## src/rtl/compare_monitor_4b_pkg.sv

```systemverilog
// cmp_mon_pkg: shared state encodings and defaults for the comparator flag monitor
package cmp_mon_pkg;
    localparam logic [1:0] IDLE     = 2'd0;
    localparam logic [1:0] ARMING   = 2'd1;
    localparam logic [1:0] ALARM    = 2'd2;
    localparam logic [1:0] CLEARING = 2'd3;
    localparam int RUN_W       = 4;
    localparam int SET_CNT_DEF = 3;
    localparam int CLR_CNT_DEF = 2;
endpackage

```

## src/rtl/compare_monitor_4b_if.sv

```systemverilog
// compare_monitor_4b_if: flag sample inputs and monitor status outputs; CMP_MON_RISE_STAMP_EN adds rise_stamp
interface compare_monitor_4b_if #(parameter int CNT_W = 8);
    logic             in_valid;
    logic             A_great_B;
    logic             A_equal_B;
    logic             A_less_B;
    logic             alarm;
    logic             alarm_rise;
    logic [CNT_W-1:0] gt_count;
    logic [CNT_W-1:0] eq_count;
    logic [CNT_W-1:0] lt_count;
    logic             flag_err;
    logic [1:0]       state;
`ifdef CMP_MON_RISE_STAMP_EN
    logic [CNT_W-1:0] rise_stamp;
    modport master (output in_valid, A_great_B, A_equal_B, A_less_B,
                    input alarm, alarm_rise, gt_count, eq_count, lt_count, flag_err, state, rise_stamp);
    modport slave  (input in_valid, A_great_B, A_equal_B, A_less_B,
                    output alarm, alarm_rise, gt_count, eq_count, lt_count, flag_err, state, rise_stamp);
`else
    modport master (output in_valid, A_great_B, A_equal_B, A_less_B,
                    input alarm, alarm_rise, gt_count, eq_count, lt_count, flag_err, state);
    modport slave  (input in_valid, A_great_B, A_equal_B, A_less_B,
                    output alarm, alarm_rise, gt_count, eq_count, lt_count, flag_err, state);
`endif
endinterface

```

## src/rtl/compare_monitor_4b_sat_counter.sv

```systemverilog
// sat_counter: event counter that increments on inc_i and sticks at all-ones
module sat_counter #(parameter int W = 8) (
    input  logic         clk,
    input  logic         rst,
    input  logic         inc_i,
    output logic [W-1:0] count_o
);
    logic [W-1:0] count_q;
    // count up until saturated at all-ones
    always_ff @(posedge clk)
        if (rst) count_q <= '0;
        else if (inc_i && count_q != '1) count_q <= count_q + 1'b1;
    assign count_o = count_q;
endmodule

```

## src/rtl/compare_monitor_4b.sv

```systemverilog
// compare_monitor_4b: qualifies comparator flags, counts outcomes, runs GT hysteresis alarm (option CMP_MON_RISE_STAMP_EN)
module compare_monitor_4b
    import cmp_mon_pkg::*;
#(
    parameter int SET_CNT = SET_CNT_DEF,
    parameter int CLR_CNT = CLR_CNT_DEF,
    parameter int CNT_W   = 8
) (
    input logic clk,
    input logic rst,
    compare_monitor_4b_if.slave bus
);
    logic [2:0]       flags;
    logic             one_hot, acc_gt, acc_ng;
    logic [1:0]       state_q, state_d;
    logic [RUN_W-1:0] run_q, run_d, run_inc;
    logic             alarm_q, rise_q, err_q, rise_d;
    assign flags   = {bus.A_great_B, bus.A_equal_B, bus.A_less_B};
    assign one_hot = flags == 3'b100 || flags == 3'b010 || flags == 3'b001;
    assign acc_gt  = bus.in_valid && one_hot && bus.A_great_B;
    assign acc_ng  = bus.in_valid && one_hot && !bus.A_great_B;
    assign run_inc = run_q + 1'b1;
    // hysteresis next state: GT runs arm the alarm, non-GT runs clear it
    always_comb begin
        state_d = state_q;
        run_d   = run_q;
        case (state_q)
            IDLE: if (acc_gt) begin
                state_d = SET_CNT == 1 ? ALARM : ARMING;
                run_d   = SET_CNT == 1 ? '0 : RUN_W'(1);
            end
            ARMING: if (acc_gt) begin
                state_d = run_inc == RUN_W'(SET_CNT) ? ALARM : ARMING;
                run_d   = run_inc == RUN_W'(SET_CNT) ? '0 : run_inc;
            end else if (acc_ng) begin
                state_d = IDLE;
                run_d   = '0;
            end
            ALARM: if (acc_ng) begin
                state_d = CLR_CNT == 1 ? IDLE : CLEARING;
                run_d   = CLR_CNT == 1 ? '0 : RUN_W'(1);
            end
            default: if (acc_ng) begin
                state_d = run_inc == RUN_W'(CLR_CNT) ? IDLE : CLEARING;
                run_d   = run_inc == RUN_W'(CLR_CNT) ? '0 : run_inc;
            end else if (acc_gt) begin
                state_d = ALARM;
                run_d   = '0;
            end
        endcase
    end
    assign rise_d = state_d == ALARM && (state_q == IDLE || state_q == ARMING);
    // register FSM, alarm level, rise pulse and sticky illegal-pattern flag
    always_ff @(posedge clk)
        if (rst) begin
            state_q <= IDLE;
            run_q   <= '0;
            alarm_q <= 1'b0;
            rise_q  <= 1'b0;
            err_q   <= 1'b0;
        end else begin
            state_q <= state_d;
            run_q   <= run_d;
            alarm_q <= state_d == ALARM || state_d == CLEARING;
            rise_q  <= rise_d;
            err_q   <= err_q || (bus.in_valid && !one_hot);
        end
    sat_counter #(.W(CNT_W)) u_gt (.clk(clk), .rst(rst), .inc_i(acc_gt), .count_o(bus.gt_count));
    sat_counter #(.W(CNT_W)) u_eq (.clk(clk), .rst(rst), .inc_i(acc_ng && bus.A_equal_B), .count_o(bus.eq_count));
    sat_counter #(.W(CNT_W)) u_lt (.clk(clk), .rst(rst), .inc_i(acc_ng && bus.A_less_B), .count_o(bus.lt_count));
`ifdef CMP_MON_RISE_STAMP_EN
    logic [CNT_W-1:0] cyc_q, stamp_q;
    // free-running cycle counter, sampled whenever the alarm rises
    always_ff @(posedge clk)
        if (rst) begin
            cyc_q   <= '0;
            stamp_q <= '0;
        end else begin
            cyc_q   <= cyc_q + 1'b1;
            stamp_q <= rise_d ? cyc_q : stamp_q;
        end
    assign bus.rise_stamp = stamp_q;
`endif
    assign bus.alarm      = alarm_q;
    assign bus.alarm_rise = rise_q;
    assign bus.flag_err   = err_q;
    assign bus.state      = state_q;
endmodule

```

## src/flat_wrapper.sv

```systemverilog
// flat-port wrapper written by rule: the top's interface ports become plain ports
module compare_monitor_4b_flat import cmp_mon_pkg::*;
#(
    parameter int SET_CNT = SET_CNT_DEF,
    parameter int CLR_CNT = CLR_CNT_DEF,
    parameter int CNT_W   = 8
)
  (clk, rst, bus_in_valid, bus_A_great_B, bus_A_equal_B, bus_A_less_B, bus_alarm, bus_alarm_rise, bus_gt_count, bus_eq_count, bus_lt_count, bus_flag_err, bus_state);
  compare_monitor_4b_if #(.CNT_W(CNT_W)) bus_i ();
  input logic clk;
  input logic rst;
  input wire logic [$bits(bus_i.in_valid)-1:0] bus_in_valid;
  input wire logic [$bits(bus_i.A_great_B)-1:0] bus_A_great_B;
  input wire logic [$bits(bus_i.A_equal_B)-1:0] bus_A_equal_B;
  input wire logic [$bits(bus_i.A_less_B)-1:0] bus_A_less_B;
  output wire logic [$bits(bus_i.alarm)-1:0] bus_alarm;
  output wire logic [$bits(bus_i.alarm_rise)-1:0] bus_alarm_rise;
  output wire logic [$bits(bus_i.gt_count)-1:0] bus_gt_count;
  output wire logic [$bits(bus_i.eq_count)-1:0] bus_eq_count;
  output wire logic [$bits(bus_i.lt_count)-1:0] bus_lt_count;
  output wire logic [$bits(bus_i.flag_err)-1:0] bus_flag_err;
  output wire logic [$bits(bus_i.state)-1:0] bus_state;
  assign bus_i.in_valid = bus_in_valid;
  assign bus_i.A_great_B = bus_A_great_B;
  assign bus_i.A_equal_B = bus_A_equal_B;
  assign bus_i.A_less_B = bus_A_less_B;
  assign bus_alarm = bus_i.alarm;
  assign bus_alarm_rise = bus_i.alarm_rise;
  assign bus_gt_count = bus_i.gt_count;
  assign bus_eq_count = bus_i.eq_count;
  assign bus_lt_count = bus_i.lt_count;
  assign bus_flag_err = bus_i.flag_err;
  assign bus_state = bus_i.state;
  compare_monitor_4b #(.SET_CNT(SET_CNT), .CLR_CNT(CLR_CNT), .CNT_W(CNT_W)) u_core (.clk(clk), .rst(rst), .bus(bus_i));
endmodule
```

## config.mk

```make
export PLATFORM = sky130hd
export DESIGN_NAME = compare_monitor_4b_flat
export DESIGN_NICKNAME = d
export VERILOG_FILES = /design/src/rtl/compare_monitor_4b_pkg.sv /design/src/rtl/compare_monitor_4b_if.sv /design/src/rtl/compare_monitor_4b_sat_counter.sv /design/src/rtl/compare_monitor_4b.sv /design/src/flat_wrapper.sv
export SDC_FILE = /design/constraint.sdc
export NUM_CORES = 1
export LEC_CHECK = 0
export CAP_MARGIN = 0
export CORE_MARGIN = 10
export CORE_UTILIZATION = 50
export CTS_CLUSTER_DIAMETER = 120
export CTS_CLUSTER_SIZE = 8
export DETAILED_ROUTE_END_ITERATION = 6
export PLACE_DENSITY = 0.8
export SLEW_MARGIN = 20
export SYNTH_ARGS = -nofsm -noshare
export SYNTH_HDL_FRONTEND = slang
export SYNTH_SLANG_ARGS = --single-unit
```

## constraint.sdc

```tcl
create_clock -name clk -period 4.1 [get_ports clk]
set_input_delay 0.615 -clock clk [delete_from_list [all_inputs] [get_ports clk]]
set_output_delay 0.615 -clock clk [all_outputs]
set_load 0.02 [all_outputs]
```

==> flow_summary.json, run 1 <==
{
  "cp.arrival_ns": 1.57,
  "critPathMaxFanout": 11,
  "numPortBuffers": 34,
  "hold_buffers": 0,
  "path_clk_slew_ns": 0.10,
  "path_delay_family": "buffers and inverters",
  "cap_viol_max_count": 0,
  "crit_required_ns": 3.48,
  "die_x_um": 78.6,
  "p_switching_uw": 138,
  "clk_path_buf_depth": 2,
  "synth_top_area_frac": 0.384,
  "final_util": 0.643,
  "synth_area_per_cell_um2": 8.39,
  "syn_nets": 217,
  "final_layout_size_suffix_gt1_frac": 0.0664,
  "ys_warn_count": 0,
  "fillCellCount": 307,
  "final_cells": 287,
  "hp-class": "register to register",
  "routedWlPerCell_um": 13.0,
  "cp_cell_sequence": "clkdlybuf4s50_1",
  "pin_count": 35,
  "nets": 252,
  "r2r-start": "u_core.run_q[0]",
  "max_clock_freq_ghz": 0.458,
  "vias_per_cell": 5.45,
  "relSlewSlack": 0.666,
  "cts_resized": 0,
  "dr.pass1.iters": 4,
  "clock-root-buffer": "clkbuf_4",
  "cts.sinks": 33,
  "antenna_found_initial": 0,
  "seq_power_share": 0.601,
  "power.total_uw": 545,
  "period_needed_ns": 2.18,
  "cp_num_buf_inv": 1,
  "synth_edf_count": 0,
  "dr.first_iter.drc_count": 88,
  "grt_pass1_vias": 1495,
  "tns_ns": 0,
  "numCtsBuffers": 5,
  "end_kind": "output port",
  "pre_cts_slack_ns": 1.81,
  "r2r_end": "u_core.run_q[0]",
  "vias": 1563,
  "drc": 0,
  "synth_area_um2": 1720,
  "slew_viol_final": 0,
  "dp_hpwl_mm": 2.81,
  "start_util": 0.515,
  "cts_tree": "done",
  "synthCells": 205,
  "ys_types": 45,
  "grt_start_max_net_pins": 34,
  "clock_skew_ns": 0.00947,
  "ant_nets": 0,
  "r2r_slack_ns": 2.15,
  "hp-start": "u_core.bus.flag_err",
  "path_class": "register to output port",
  "synth_seq_cells": 33,
  "rows": 21,
  "rsz0062_at_grt": "false",
  "leakage_nw": 0.723,
  "track_usage": 0.131,
  "synth_area_leaders": "dfxtp_1 38%, nor2_1 7.0%, xnor2_1 5.6%",
  "status": "completed",
  "finalCritPeriodShare": 0.532,
  "hold_viol": 0,
  "die_h_um": 78.6,
  "grt_overflow_total": 0,
  "worstSkewPairLatency_ns": 0.33,
  "p_comb_frac": 0.077,
  "n_antenna_cell": 0,
  "synth_ff_type": "dfxtp_1",
  "tightestPinTransition_ns": 0.493,
  "cp_slowest_cell": "clkdlybuf4s50_1",
  "synth_area_leader_cell": "dfxtp_1",
  "die-area_um2": 6180,
  "htreeDepth": 2,
  "grt_pass1_wl_mm": 6.73,
  "pwr-share-clk": 0.322,
  "p_int_uw": 407,
  "p_sw_frac": 0.252,
  "hold_depth": 2,
  "powerDensity_nw_per_um2": 254,
  "slowest_delay_ns": 0.68,
  "dp.cells": 279,
  "synthArstFlopShare": 0,
  "ys_seq_area_frac": 0.384,
  "routabilityCongestion": 0.796,
  "min_to": "u_core.bus.flag_err",
  "finalSetupViolCount": 0,
  "cp-start-kind": "register",
  "area.growth.synth_to_final_pct": 24.9,
  "irDropWorstVdd_mv": 0.181,
  "cts_setup_buffers": 0,
  "layout_setup_ws_ns": 1.92,
  "postRouteWirelength_mm": 3.73,
  "coreArea_um2": 3340,
  "reg2reg_depth": 6
}
==> area by class of cell <==
type                            count  area (um2)  share of cell area
Inverter                            7        26.3              0.0122
Tap cell                           46        57.6              0.0268
Multi-Input combinational cell    158        1000               0.467
Timing Repair Buffer               35         348               0.162
Sequential cell                    33         661               0.308
Clock inverter                      2        10.0             0.00466
Clock buffer                        6        41.3              0.0192
==> layout by cell type (no fill, tap or decap), drive strengths merged, types with 2 or more instances in the layout <==
master / synthesis / routed
clkinv: 0 / 2
a21boi: 2 / 2
nand3: 12 / 12
clkbuf: 4 / 6
nor2b: 3 / 3
or3: 2 / 2
clkdlybuf4s50: 0 / 34
nor2: 32 / 32
o311ai: 2 / 2
a221oi: 2 / 2
and3: 2 / 2
nand4: 5 / 5
o21ai: 11 / 11
inv: 7 / 7
a31oi: 2 / 2
dfxtp: 33 / 33
nand2: 17 / 17
ha: 6 / 6
xnor2: 11 / 11
and4bb: 3 / 3
xor2: 6 / 6
nor3: 14 / 14
mux2i: 4 / 4
a21oi: 6 / 6
==> power groups by stage <==
stage | logic, mW | clock network (mW) | registers, mW
2_1_floorplan | 0.0244 | 0 | 0.337
3_3_place_gp | 0.0418 | 0 | 0.335
3_5_place_dp | 0.0423 | 0 | 0.335
4_1_cts | 0.0424 | 0.180 | 0.328
5_1_grt | 0.0469 | 0.199 | 0.328
6_report | 0.0421 | 0.175 | 0.328
==> cells by family (layout without fill, tap and decap cells) <==
kind of cell / count (synthesis) / after routing / share of synthesized area
and+or+nand+nor: 99 / 99 / 0.297
DFF: 33 / 33 / 0.384
AOI/OAI and AO/OA: 32 / 32 / 0.133
xor gates and xnor gates: 17 / 17 / 0.0866
buffers and inverters: 14 / 50 / 0.0320
adders and majority gates: 6 / 6 / 0.0437
muxes: 4 / 4 / 0.0233
==> state kept, by name, summed over array words and instances, names as in the netlist <==
register	cells
u_core.u_gt.count_o	8
u_core.u_lt.count_o	8
u_core.bus.alarm	1
u_core.u_eq.count_o	8
u_core.bus.state	2
u_core.bus.flag_err	1
u_core.run_q	4
u_core.bus.alarm_rise	1
==> cell usage after synthesis (2+ instances only) <==
| cell | n |
|---|---|
| o21ai_0 | 8 |
| nand3_1 | 12 |
| xor2_1 | 6 |
| a221oi_1 | 2 |
| dfxtp_1 | 33 |
| and4bb_2 | 2 |
| nor2_1 | 32 |
| inv_1 | 7 |
| nor3_1 | 14 |
| nand2_1 | 17 |
| ha_1 | 6 |
| clkbuf_1 | 4 |
| nor2b_1 | 3 |
| a31oi_1 | 2 |
| a21oi_1 | 6 |
| mux2i_1 | 4 |
| and3_1 | 2 |
| xnor2_1 | 11 |
| o21ai_1 | 2 |
| nand4_1 | 5 |
| buf_2 | 2 |
| or3_1 | 2 |
==> through the flow <==
step,cell area (um2),hold slack [ns]
3_3_place_gp,2100,0.452
2_1_floorplan,1720,0.509
3_5_place_dp,2100,0.461
6_report,2150,0.478
5_1_grt,2150,0.513
4_1_cts,2150,0.484
==> worst max path at each step <==
stage | slack (ns) | startpoint | endpoint | cells after the start
final | 1.92 | u_core.bus.state[1] | bus_state[1] | 1
after global routing | 1.82 | u_core.bus.state[1] | bus_state[1] | 1
after CTS | 1.92 | u_core.bus.state[1] | bus_state[1] | 1
after detailed placement | 1.81 | bus_A_less_B | u_core.run_q[0] | 6
after global placement | 1.81 | bus_A_less_B | u_core.run_q[0] | 6
after floorplan | 2.31 | u_core.run_q[0] | u_core.run_q[0] | 6
==> layer usage <==
layer,global-route usage,share of wire,up-vias
met4,0.0430,0.013,0
met3,0.0718,0.091,6
li1,-,-,792
met2,0.215,0.49,38
met1,0.141,0.41,727
met5,0,0,-
(Power assumes the default switching activity.)
==> run 2, diff against run 1 <==
CORE_UTILIZATION = 46   (was 50)
PLACE_DENSITY = 0.78   (was 0.8)
clock period = 1.9 ns   (was 4.1 ns; I/O delays follow)
==> run 2 against run 1 <==
Compared with the run above:
- sequential cell count did not move
- largest cell class unchanged
- setup slack got worse by 1.8 ns
- critical path type is now register to register
- worst hold slack got worse by 0.0032 ns
- via count rose by 0.51%
- cell count rose by 3.5%
- clock power rose to 4.4 times the previous value
==> flow_summary.json, run 2 (synthesized netlist as in run 1, its figures left out) <==
{
  "fillCellCount": 322,
  "numPortBuffers": 34,
  "cts_setup_buffers": 0,
  "hold_viol": 0,
  "critPathMaxFanout": 5,
  "p_sw_frac": 0.200,
  "finalCritPeriodShare": 0.956,
  "hp-class": "register to register",
  "powerDensity_nw_per_um2": 689,
  "grt_pass1_wl_mm": 6.24,
  "rows": 22,
  "finalSetupViolCount": 0,
  "coreArea_um2": 3630,
  "cap_viol_max_count": 0,
  "pin_count": 35,
  "cp-start-kind": "register",
  "grt_overflow_total": 0,
  "tightestPinTransition_ns": 0.593,
  "dr.first_iter.drc_count": 95,
  "pre_cts_slack_ns": -0.0221,
  "final_common_cell": "clkdlybuf4s50_1",
  "irDropWorstVdd_mv": 0.537,
  "period_needed_ns": 1.82,
  "nets": 260,
  "die-area_um2": 6580,
  "pwr-share-clk": 0.489,
  "clock_skew_ns": 0.00721,
  "vias": 1571,
  "numCtsBuffers": 5,
  "p_comb_frac": 0.066,
  "cp.arrival_ns": 1.96,
  "cp_cell_sequence": "ha_1, or4b_1, o41ai_4, nor3b_2, nor4_2, nor3_1",
  "clk_path_buf_depth": 2,
  "final_layout_size_suffix_gt1_frac": 0.100,
  "cts_resized": 0,
  "hold_buffers": 0,
  "layout_setup_ws_ns": 0.0830,
  "tns_ns": 0,
  "slowest_delay_ns": 0.52,
  "routabilityCongestion": 0.862,
  "routedWlPerCell_um": 12.8,
  "leakage_nw": 0.804,
  "die_h_um": 81.1,
  "ant_nets": 0,
  "path_clk_slew_ns": 0.07,
  "n_antenna_cell": 0,
  "clock-root-buffer": "clkbuf_8",
  "p_switching_uw": 318,
  "path_class": "register to register",
  "final_cell_mix": "34 x clkdlybuf4s50_1, 33 x dfxtp_1, 32 x nor2_1",
  "p_int_mw": 1.27,
  "grt_pass1_vias": 1441,
  "postRouteWirelength_mm": 3.81,
  "area.growth.synth_to_final_pct": 34.1,
  "seq_power_share": 0.444,
  "cts_tree": "done",
  "die_x_um": 81.1,
  "dp_hpwl_mm": 2.87,
  "htreeDepth": 2,
  "cp_slowest_cell": "or4b_1",
  "vias_per_cell": 5.29,
  "antenna_found_initial": 0,
  "track_usage": 0.117,
  "cts.sinks": 33,
  "status": "completed",
  "slew_viol_final": 0,
  "rsz0062_at_grt": "false",
  "worstSkewPairLatency_ns": 0.28,
  "dr.pass1.iters": 4,
  "max_clock_freq_ghz": 0.550,
  "end_kind": "register",
  "crit_required_ns": 2.05,
  "drc": 0,
  "start_util": 0.473,
  "relSlewSlack": 0.603,
  "grt_start_max_net_pins": 19
}
[run 2: cell types whose count changed in the layout (fill, tap and decap cells not counted), sizes merged]
cell	change
clkbuf	-1
clkinv	-1
buf	+8
bufinv	+2
[run 2: area by class of cell]
class | count | area (um2) | area share
Clock buffer | 5 | 68.8 | 0.0299
Clock inverter | 3 | 65.1 | 0.0282
Inverter | 7 | 26.3 | 0.0114
Multi-Input combinational cell | 158 | 1000 | 0.435
Sequential cell | 33 | 661 | 0.287
Tap cell | 48 | 60.1 | 0.0261
Timing Repair Buffer | 43 | 420 | 0.182
[run 2: per-layer routing]
| metal | GRT usage | vias to the layer above | routed length, um |
|---|---|---|---|
| li1 | - | 810 | - |
| met1 | 0.131 | 724 | 1680 |
| met2 | 0.182 | 35 | 1780 |
| met3 | 0.0618 | 2 | 329 |
| met4 | 0.0536 | 0 | 21 |
| met5 | 0 | - | 0 |
[run 2: final timing paths]
check                                    startpoint                  end  slack, ns  cells past startpoint
worst max-delay path                u_core.run_q[0]      u_core.run_q[0]       0.08                      6
worst min register to register  u_core.bus.flag_err  u_core.bus.flag_err       0.48                      2
worst max register to register      u_core.run_q[0]      u_core.run_q[0]       0.08                      6
worst min-delay path            u_core.bus.flag_err  u_core.bus.flag_err       0.48                      2
[run 2: power by group through the flow]
stage,registers (mW),logic (mW),clock network [mW]
floorplan,0.727,0.0525,0
global placement,0.722,0.105,0
detailed placement,0.722,0.105,0
CTS,0.706,0.105,0.792
global route,0.707,0.114,0.813
finish,0.706,0.106,0.777
[run 2: critical path, delay by kind of cell (launching register included)]
| family | cells | cell delay, ns |
|---|---|---|
| and+or+nand+nor | 4 | 0.99 |
| DFF | 1 | 0.36 |
| AOI/OAI and AO/OA | 1 | 0.10 |
| adders and majority gates | 1 | 0.23 |
[run 2: per-stage QoR]
stage	area, um2	util	std cells	power, mW	hold WS (ns)
after floorplan	1720	-	205	0.780	0.426
after global placement	2170	0.597	289	0.826	0.453
after detailed placement	2170	0.597	289	0.827	0.467
after CTS	2300	0.634	297	1.60	0.484
after global routing	2300	0.634	297	1.63	0.528
final	2300	0.634	297	1.59	0.475
